### config.mk
export PLATFORM = sky130hd
export DESIGN_NAME = pipeline_stall_unit
export DESIGN_NICKNAME = d
export VERILOG_FILES = /design/src/rtl/pipeline_stall_unit.sv
export SDC_FILE = /design/constraint.sdc
export NUM_CORES = 1
export LEC_CHECK = 0
export CAP_MARGIN = 20
export CORE_ASPECT_RATIO = 0.75
export CORE_UTILIZATION = 45
export DETAILED_ROUTE_END_ITERATION = 7
export DONT_BUFFER_PORTS = 1
export HOLD_SLACK_MARGIN = 0.08
export SETUP_SLACK_MARGIN = 0.3
export SYNTH_ARGS = -nofsm -noshare
export SYNTH_HDL_FRONTEND = slang
export SYNTH_SLANG_ARGS = --single-unit
export TNS_END_PERCENT = 10
### constraint.sdc
create_clock -name clk -period 2.5 [get_ports clk]
set_input_delay 0.5 -clock clk [delete_from_list [all_inputs] [get_ports clk]]
set_output_delay 0.5 -clock clk [all_outputs]
set_load 0.01 [all_outputs]
### src/rtl/pipeline_stall_unit.sv
`default_nettype none
// ============================================================================
// Module  : pipeline_stall_unit
// Brief   : Load-use / data-memory-wait hazard unit with timeout and
//           saturating stall-cycle counter.
// Revision: 1.0 - initial release
// ============================================================================
module pipeline_stall_unit #(
  parameter int MEM_TIMEOUT = 16,
  parameter int CNT_WIDTH   = 16
) (
  input  logic                 clk,
  input  logic                 reset,
  input  logic [4:0]           rs1_address_id_stage,
  input  logic [4:0]           rs2_address_id_stage,
  input  logic                 rs1_used,
  input  logic                 rs2_used,
  input  logic [4:0]           destination_address_alu_stage,
  input  logic                 mem_read_alu_stage,
  input  logic                 data_mem_busy,
  input  logic                 branch_taken,
  output logic                 pc_stall,
  output logic                 if_id_stall,
  output logic                 id_alu_bubble,
  output logic                 if_id_flush,
  output logic                 alu_mem_stall,
  output logic                 mem_timeout_error,
  output logic [CNT_WIDTH-1:0] stall_cycle_count
);

  typedef enum logic [1:0] {
    S_RUN        = 2'd0,
    S_LOAD_STALL = 2'd1,
    S_MEM_WAIT   = 2'd2,
    S_ERROR      = 2'd3
  } state_t;

  localparam logic [7:0]           c_mem_timeout = 8'(MEM_TIMEOUT);
  localparam logic [CNT_WIDTH-1:0] c_cnt_max     = '1;
  localparam logic [CNT_WIDTH-1:0] c_cnt_one     = CNT_WIDTH'(1);

  state_t               r_state, w_state_next;
  logic [7:0]           r_wait_cnt, w_wait_cnt_next;
  logic [CNT_WIDTH-1:0] r_stall_cnt;

  logic w_hazard;
  logic w_pc_stall, w_if_id_stall, w_bubble, w_flush, w_alu_mem_stall, w_error;

  assign w_hazard = mem_read_alu_stage
                  && (destination_address_alu_stage != 5'd0)
                  && ((rs1_used && (destination_address_alu_stage == rs1_address_id_stage))
                   || (rs2_used && (destination_address_alu_stage == rs2_address_id_stage)));

  always_comb begin
    w_state_next    = r_state;
    w_wait_cnt_next = r_wait_cnt;
    w_pc_stall      = 1'b0;
    w_if_id_stall   = 1'b0;
    w_bubble        = 1'b0;
    w_flush         = 1'b0;
    w_alu_mem_stall = 1'b0;
    w_error         = 1'b0;
    case (r_state)
      S_RUN, S_LOAD_STALL: begin
        // The load is already in MEM during LOAD_STALL, so no hazard re-check there.
        if (r_state == S_LOAD_STALL) w_state_next = S_RUN;
        if (data_mem_busy) begin
          w_pc_stall      = 1'b1;
          w_if_id_stall   = 1'b1;
          w_alu_mem_stall = 1'b1;
          w_wait_cnt_next = 8'd1;
          w_state_next    = S_MEM_WAIT;
        end else if (branch_taken) begin
          w_flush  = 1'b1;
          w_bubble = 1'b1;
        end else if (w_hazard && (r_state == S_RUN)) begin
          w_pc_stall    = 1'b1;
          w_if_id_stall = 1'b1;
          w_bubble      = 1'b1;
          w_state_next  = S_LOAD_STALL;
        end
      end
      S_MEM_WAIT: begin
        if (data_mem_busy) begin
          w_pc_stall      = 1'b1;
          w_if_id_stall   = 1'b1;
          w_alu_mem_stall = 1'b1;
          w_wait_cnt_next = r_wait_cnt + 8'd1;
          if ((r_wait_cnt + 8'd1) == c_mem_timeout) w_state_next = S_ERROR;
        end else begin
          w_wait_cnt_next = 8'd0;
          w_state_next    = S_RUN;
        end
      end
      S_ERROR: begin
        w_pc_stall      = 1'b1;
        w_if_id_stall   = 1'b1;
        w_alu_mem_stall = 1'b1;
        w_error         = 1'b1;
      end
      default: w_state_next = S_RUN;
    endcase
  end

  always_ff @(posedge clk or negedge reset) begin
    if (!reset) begin
      r_state     <= S_RUN;
      r_wait_cnt  <= 8'd0;
      r_stall_cnt <= '0;
    end else begin
      r_state    <= w_state_next;
      r_wait_cnt <= w_wait_cnt_next;
      if (w_pc_stall && (r_stall_cnt != c_cnt_max)) r_stall_cnt <= r_stall_cnt + c_cnt_one;
    end
  end

  // Gate with reset so a mid-stall reset leaves no residual freeze from live inputs.
  assign pc_stall          = reset & w_pc_stall;
  assign if_id_stall       = reset & w_if_id_stall;
  assign id_alu_bubble     = reset & w_bubble;
  assign if_id_flush       = reset & w_flush;
  assign alu_mem_stall     = reset & w_alu_mem_stall;
  assign mem_timeout_error = reset & w_error;
  assign stall_cycle_count = r_stall_cnt;

endmodule
`default_nettype wire

==> summary.txt, run 1 <==
Final layout
  • Post-Layout Inst Area: 0.00168 sq mm
  • Nets: 186
  • Most frequent cells in the layout: xnor2_1, dfrtp_1, a22o_1
  • Area Growth Syn to Fin: 6.41%
  • Share of layout cells above drive strength 1: 9.38%
  • Fin cells: 200
  • Diode count: 0

Global route
  • Largest net degree at the start of global routing: 27
  • Vias in the first global route: 1,071
  • Global route overflow: 0
  • Initial antenna violation count: 0
  • First-pass GRT wire length: 5160 um
  • Total track usage: 18.2%

Placed design
  • Hpwl dp: 2220 um
  • DP Area: 0.00160 sq mm
  • RePlAce Congestion: 0.714
  • DP Cell Count: 194
  • Input/output buffers: 0

STA
  • Skew final: 0.00483 ns
  • Final setup viols: 0
  • Fmax: 468 MHz
  • Worst-Margin Slew: 0.419 ns
  • Unrepaired setup endpoints after global routing: no
  • Period utilisation layout: 85.4%
  • Fin Hold WS: 0.321 ns
  • Slew Limit Fails: 0
  • Fin. Hold Viols: 0
  • Worst slew margin: 72.1%
  • Minimum clock period: 2.14 ns
  • TNS Setup: 0 ns

Power
  • Power Dens Cells: 621 mW/mm^2
  • Clk pwr share: 26.3%
  • Cell-internal power: 0.717 mW
  • Combinational fraction of design power: 17.2%
  • Peak VDD IR: 446 uV
  • Cell leakage power: 0.755 nW
  • P_sw: 0.328 mW
  • Switching share of total power: 31.4%
  • Reg power frac: 56.5%

Synth
  • Unique masters post-synth: 34
  • Post-Syn Nets: 186
  • Register area share after synthesis: 41.2%
  • Synth Area in Adders: 2.38%
  • Flip-flop and latch count after synthesis: 26
  • Warning count from the yosys run: 0
  • Area share of the largest cell type after synthesis: 41.2%
  • Post-synthesis mux area share: 2.85%
  • Largest cells by area after synthesis: dfrtp_1, xnor2_1, a22o_1
  • Most area-hungry cell type in the Yosys netlist: dfrtp_1
  • Largest family of logic cells by synthesized area: simple AND/OR/NAND/NOR gates
  • Compound-cell area share of the yosys netlist: 13.3%
  • Simple logic cell fraction of the synthesized area: 21.0%
  • Post-Synth XOR/XNOR Area: 15.5%
  • Post-synthesis area per instance: 9.82 sq um
  • Syn Inst Count: 161
  • Post-Syn Area: 0.00158 sq mm

Clock tree
  • H-tree depth: 1
  • Clk pin slew, worst setup/hold paths: 0.09 ns
  • Root Buffer: clkbuf_8
  • Clk sinks: 26
  • Clk_lat worst skew: 0.27 ns
  • Clock Path Buffers: 2
  • CTS Buf Count: 3
  • Post-CTS Setup Repair Bufs: 0
  • CTS tree: yes

Setup path
  • Critical path's slowest cell: or4_4
  • Critical path class: in -> out
  • Startpoint Class: input port
  • Worst EP arrival: 1.64 ns
  • R2R setup slack: 0.44 ns
  • CP peak stage delay: 0.52 ns
  • Req. time, crit path: 2.00 ns
  • CP Capture Type: output pin
  • Critical-path cell list: or4_4 -> o211ai_2 -> inv_1 -> and2_1 -> o211a_1
  • CP max FO: 3

Route
  • DRC errors left: 0
  • Routed wire per std cell: 16.0 um
  • Vias: 1,182
  • Total Wirelength: 3190 um
  • Drt pass-1 iters: 4
  • Routed Antenna Nets: 0
  • Via/cell ratio: 5.91
  • Initial DRC count: 27

Floorplan
  • Die ar.: 0.00376 sq mm
  • Chip Width: 70.4 um
  • Core area: 0.00331 sq mm
  • Starting Density: 47.7%
  • Site row count: 18
  • Die H: 53.3 um
  • I/O pin total: 44

Min path
  • Hold Crit Class: in -> reg

Run status
  • Outcome: complete, no violations

Run
  • Max Cap Violations: 0
-- kinds of logic after synthesis --
| logic type | Yosys count |
|---|---|
| flops | 26 |
| compound gates | 27 |
| buf+inv | 11 |
| xor+xnor | 28 |
| mux | 4 |
| fa+ha+maj | 3 |
| simple gates | 62 |
-- timing repair --
| action | 4_1_cts | 5_1_grt |
|---|---|---|
| endpoints found under the hold margin | 26 | 0 |
| hold buffers | 2 | 0 |
| gates resized for setup | 0 | 1 |
| endpoints found under the setup margin | 0 | 3 |
-- final timing paths --
check,to,depth (start not counted),from
max reg2reg,stall_cycle_count[1],6,stall_cycle_count[7]
min reg2reg,stall_cycle_count[10],1,stall_cycle_count[10]
max in group asynchronous,r_state[0],2,reset
max,id_alu_bubble,5,destination_address_alu_stage[1]
min,r_state[0],1,data_mem_busy
min in group asynchronous,r_wait_cnt[2],2,reset
-- stage by stage --
step / util [%] / power, mW / worst slack [ns]
2_1_floorplan: - / 0.725 / 0.315
3_3_place_gp: 48.2 / 0.753 / 0.377
3_5_place_dp: 48.2 / 0.765 / 0.365
4_1_cts: 50.8 / 1.05 / 0.336
5_1_grt: 50.8 / 1.11 / 0.316
6_report: 50.8 / 1.04 / 0.364
-- worst max-delay path, delay by kind of cell --
| kind | cells | cell delay, ns |
|---|---|---|
| AO/OA/AOI/OAI | 2 | 0.38 |
| AND/OR/NAND/NOR | 2 | 0.69 |
| buffers and inverters | 1 | 0.07 |
-- cell type report --
cell class	instances	area (sq um)
fill	311	1630
multi-input combinational	124	876
sequential	26	652
clock buffer	4	55.1
tap	40	50.0
timing repair buffer	3	37.5
inverter	3	11.3
-- sequential cells by signal, indices dropped and copies added, names as in the netlist --
name               count
stall_cycle_count     16
r_wait_cnt             8
r_state                2
-- synth_stat cells --
cell type	number
dfrtp_1	26
xnor2_1	25
a22o_1	12
and3_1	10
nand2_1	10
nand3_1	10
nor2_1	9
nand4_1	8
o21ai_0	5
and2_1	4
clkbuf_1	4
mux2_2	4
nor3_1	4
a21o_1	3
ha_1	3
inv_1	3
xor2_1	3
buf_6	2
a21oi_1	1
a31o_1	1
a31oi_1	1
and2_0	1
and2_4	1
and3b_1	1
and4_1	1
buf_1	1
buf_4	1
nand2b_1	1
nor2b_1	1
o211a_1	1
o211ai_2	1
o22ai_1	1
o31a_1	1
or4_1	1
-- power groups by stage --
| stage | logic (mW) | registers (mW) | clock network (mW) |
|---|---|---|---|
| floorplan | 0.148 | 0.576 | 0 |
| global placement | 0.159 | 0.595 | 0 |
| detailed placement | 0.167 | 0.598 | 0 |
| CTS | 0.182 | 0.590 | 0.278 |
| global route | 0.210 | 0.601 | 0.295 |
| finish | 0.180 | 0.590 | 0.275 |
-- routing by layer --
metal,routed length (um),part of all wire (%),GRT usage (%)
met1,1520,48,24.0
met4,39,1.2,5.00
met5,0,0,0
met3,197,6.2,4.95
met2,1440,45,29.4
No activity file was read; power rests on OpenSTA's default activity.
==> run 2: changes to the inputs <==
==> constraint.sdc (replaced) <==
create_clock -name clk -period 2.5 [get_ports clk]
set_input_delay 0.5 -clock clk [delete_from_list [all_inputs] [get_ports clk]]
set_output_delay 0.5 -clock clk [all_outputs]
set_load 0.1 [all_outputs]
==> summary.txt, run 2 (synthesis gave the netlist of run 1 again) <==
Global route
  • Global route overflow: 0 (unchanged)
  • Vias in the first global route: 1,222 (was 1,071)
  • First-pass GRT wire length: 5510 um (was 5160 um)
  • Largest net degree at the start of global routing: 27 (unchanged)
  • Initial antenna violation count: 0 (unchanged)
  • Total track usage: 18.8% (was 18.2%)

Setup path
  • R2R setup slack: 0.64 ns (was 0.44 ns)
  • Req. time, crit path: 2.00 ns (about the same)
  • Worst EP arrival: 1.76 ns (was 1.64 ns)
  • CP peak stage delay: 0.52 ns (about the same)
  • Critical path's slowest cell: or4_4 (unchanged)
  • Startpoint Class: input port (unchanged)
  • Cell family with most CP delay: simple AND/OR/NAND/NOR gates (unchanged)
  • CP Capture Type: output pin (unchanged)
  • Critical path class: in -> out (unchanged)
  • Critical-path cell list: or4_4 -> o211ai_2 -> inv_1 -> a31o_1 -> and2_4 (was or4_4 -> o211ai_2 -> inv_1 -> and2_1 -> o211a_1)
  • CP max FO: 3 (unchanged)
  • CP bufs+invs: 1 (unchanged)

Clock tree
  • Clk pin slew, worst setup/hold paths: 0.08 ns (was 0.09 ns)
  • Clk_lat worst skew: 0.27 ns (about the same)
  • CTS Buf Count: 3 (unchanged)
  • Clk sinks: 26 (unchanged)
  • Clock Path Buffers: 2 (unchanged)
  • CTS tree: yes (unchanged)
  • Root Buffer: clkbuf_8 (unchanged)
  • H-tree depth: 1 (unchanged)

Min path
  • Hold Crit Class: in -> reg (unchanged)

Floorplan
  • Die ar.: 0.00376 sq mm (unchanged)
  • Starting Density: 47.7% (unchanged)
  • I/O pin total: 44 (unchanged)
  • Die H: 53.3 um (unchanged)
  • Site row count: 18 (unchanged)
  • Chip Width: 70.4 um (unchanged)
  • Core area: 0.00331 sq mm (unchanged)

Final layout
  • Share of layout cells above drive strength 1: 27.6% (was 9.38%)
  • Number of fill cells in the layout: 291 (was 311)
  • Diode count: 0 (unchanged)
  • Final core area utilization: 56.4% (was 50.8%)
  • Most frequent cells in the layout: xnor2_1, buf_4, dfrtp_1 (was xnor2_1, dfrtp_1, a22o_1)
  • Largest register FFs: 16 (unchanged)
  • Nets: 207 (was 186)
  • Most common cell after layout, fill and taps aside: xnor2_1
  • Area Growth Syn to Fin: 18.2% (was 6.41%)

Route
  • Vias: 1,273 (was 1,182)
  • Drt pass-1 iters: 4 (unchanged)
  • DRC errors left: 0 (unchanged)
  • Initial DRC count: 44 (was 27)
  • Routed wire per std cell: 14.7 um (was 16.0 um)
  • Via/cell ratio: 5.76 (was 5.91)
  • Total Wirelength: 3240 um (was 3190 um)
  • Routed Antenna Nets: 0 (unchanged)

STA
  • Worst slew margin: 62.5% (was 72.1%)
  • Slew Limit Fails: 0 (unchanged)
  • Period utilisation layout: 90.6% (was 85.4%)
  • Unrepaired setup endpoints after global routing: yes (was no)
  • TNS Setup: 0 ns (unchanged)
  • Skew final: 0.00340 ns (was 0.00483 ns)
  • Minimum clock period: 2.26 ns (was 2.14 ns)
  • Fin. Hold Viols: 0 (unchanged)
  • Fmax: 442 MHz (was 468 MHz)
  • Final setup viols: 0 (unchanged)
  • Worst-Margin Slew: 0.565 ns (was 0.419 ns)

Power
  • Peak VDD IR: 1080 uV (was 446 uV)
  • Final Total Pwr: 1.52 mW (was 1.04 mW)
  • Cell leakage power: 0.846 nW (was 0.755 nW)
  • Power Dens Cells: 816 mW/mm^2 (was 621 mW/mm^2)

Placed design
  • Hpwl dp: 2370 um (was 2220 um)
  • Input/output buffers: 0 (unchanged)
  • RePlAce Congestion: 0.766 (was 0.714)

Run status
  • Outcome: complete, no violations (unchanged)

Run
  • Max Cap Violations: 0 (unchanged)
==> run 2: path summary, 6_finish.rpt <==
check / startpoint / endpoint / depth (start not counted)
setup reg to reg: stall_cycle_count[8] / stall_cycle_count[1] / 6
setup / recovery: destination_address_alu_stage[1] / if_id_stall / 5
hold / removal: data_mem_busy / r_state[0] / 1
min in group asynchronous: reset / r_wait_cnt[0] / 2
max in group asynchronous: reset / stall_cycle_count[4] / 2
hold reg to reg: r_state[0] / r_state[1] / 1
==> run 2: worst register-to-register path, cell delays in order (launching register included) <==
cell and delay (ns):
dfrtp_2 0.40, and4_1 0.23, and3_1 0.22, and3_1 0.21, nand4_1 0.11, and2_4 0.24
mux2_2 0.35
==> run 2: repair_timing <==
| action | 4_1_cts | 5_1_grt |
|---|---|---|
| endpoints found under the setup margin | 3 | 3 |
| gates resized for setup | 2 | 1 |
| gates cloned | 0 | 0 |
| endpoints found under the hold margin | 26 | 0 |
| hold buffers | 2 | 0 |
| pin swaps | 1 | 3 |
| buffers inserted | 1 | 1 |
==> run 2: per-layer routing <==
layer	wire length (um)	vias up	share of wire, %	GRT usage [%]
li1	-	614	-	-
met1	1570	614	48	25.5
met2	1440	45	44	30.8
met3	235	0	7.3	4.76
met4	0	0	0	3.00
met5	0	-	0	0
==> run 2: metrics by stage <==
stage	cell area (sq um)	hold slack (ns)	instances	setup slack (ns)
2_1_floorplan	1610	0.204	161	0.167
3_3_place_gp	1750	0.205	213	0.185
3_5_place_dp	1750	0.205	213	0.169
4_1_cts	1850	0.327	220	0.214
5_1_grt	1870	0.340	221	0.204
6_report	1870	0.334	221	0.236
==> run 2: report_power, final <==
group	switching, mW	internal, mW	leakage [nW]	total, mW
Combinational	0.569	0.166	0.488	0.735
Sequential	0.0367	0.488	0.329	0.525
Clock	0.123	0.141	0.0288	0.264
==> run 2: cell type report <==
type                       count  area (sq um)  area share [%]
multi-input combinational    124           891            47.7
clock buffer                   4          55.1            2.95
tap                           40          50.0            2.68
inverter                       3          11.3           0.603
sequential                    26           666            35.6
timing repair buffer          24           195            10.4
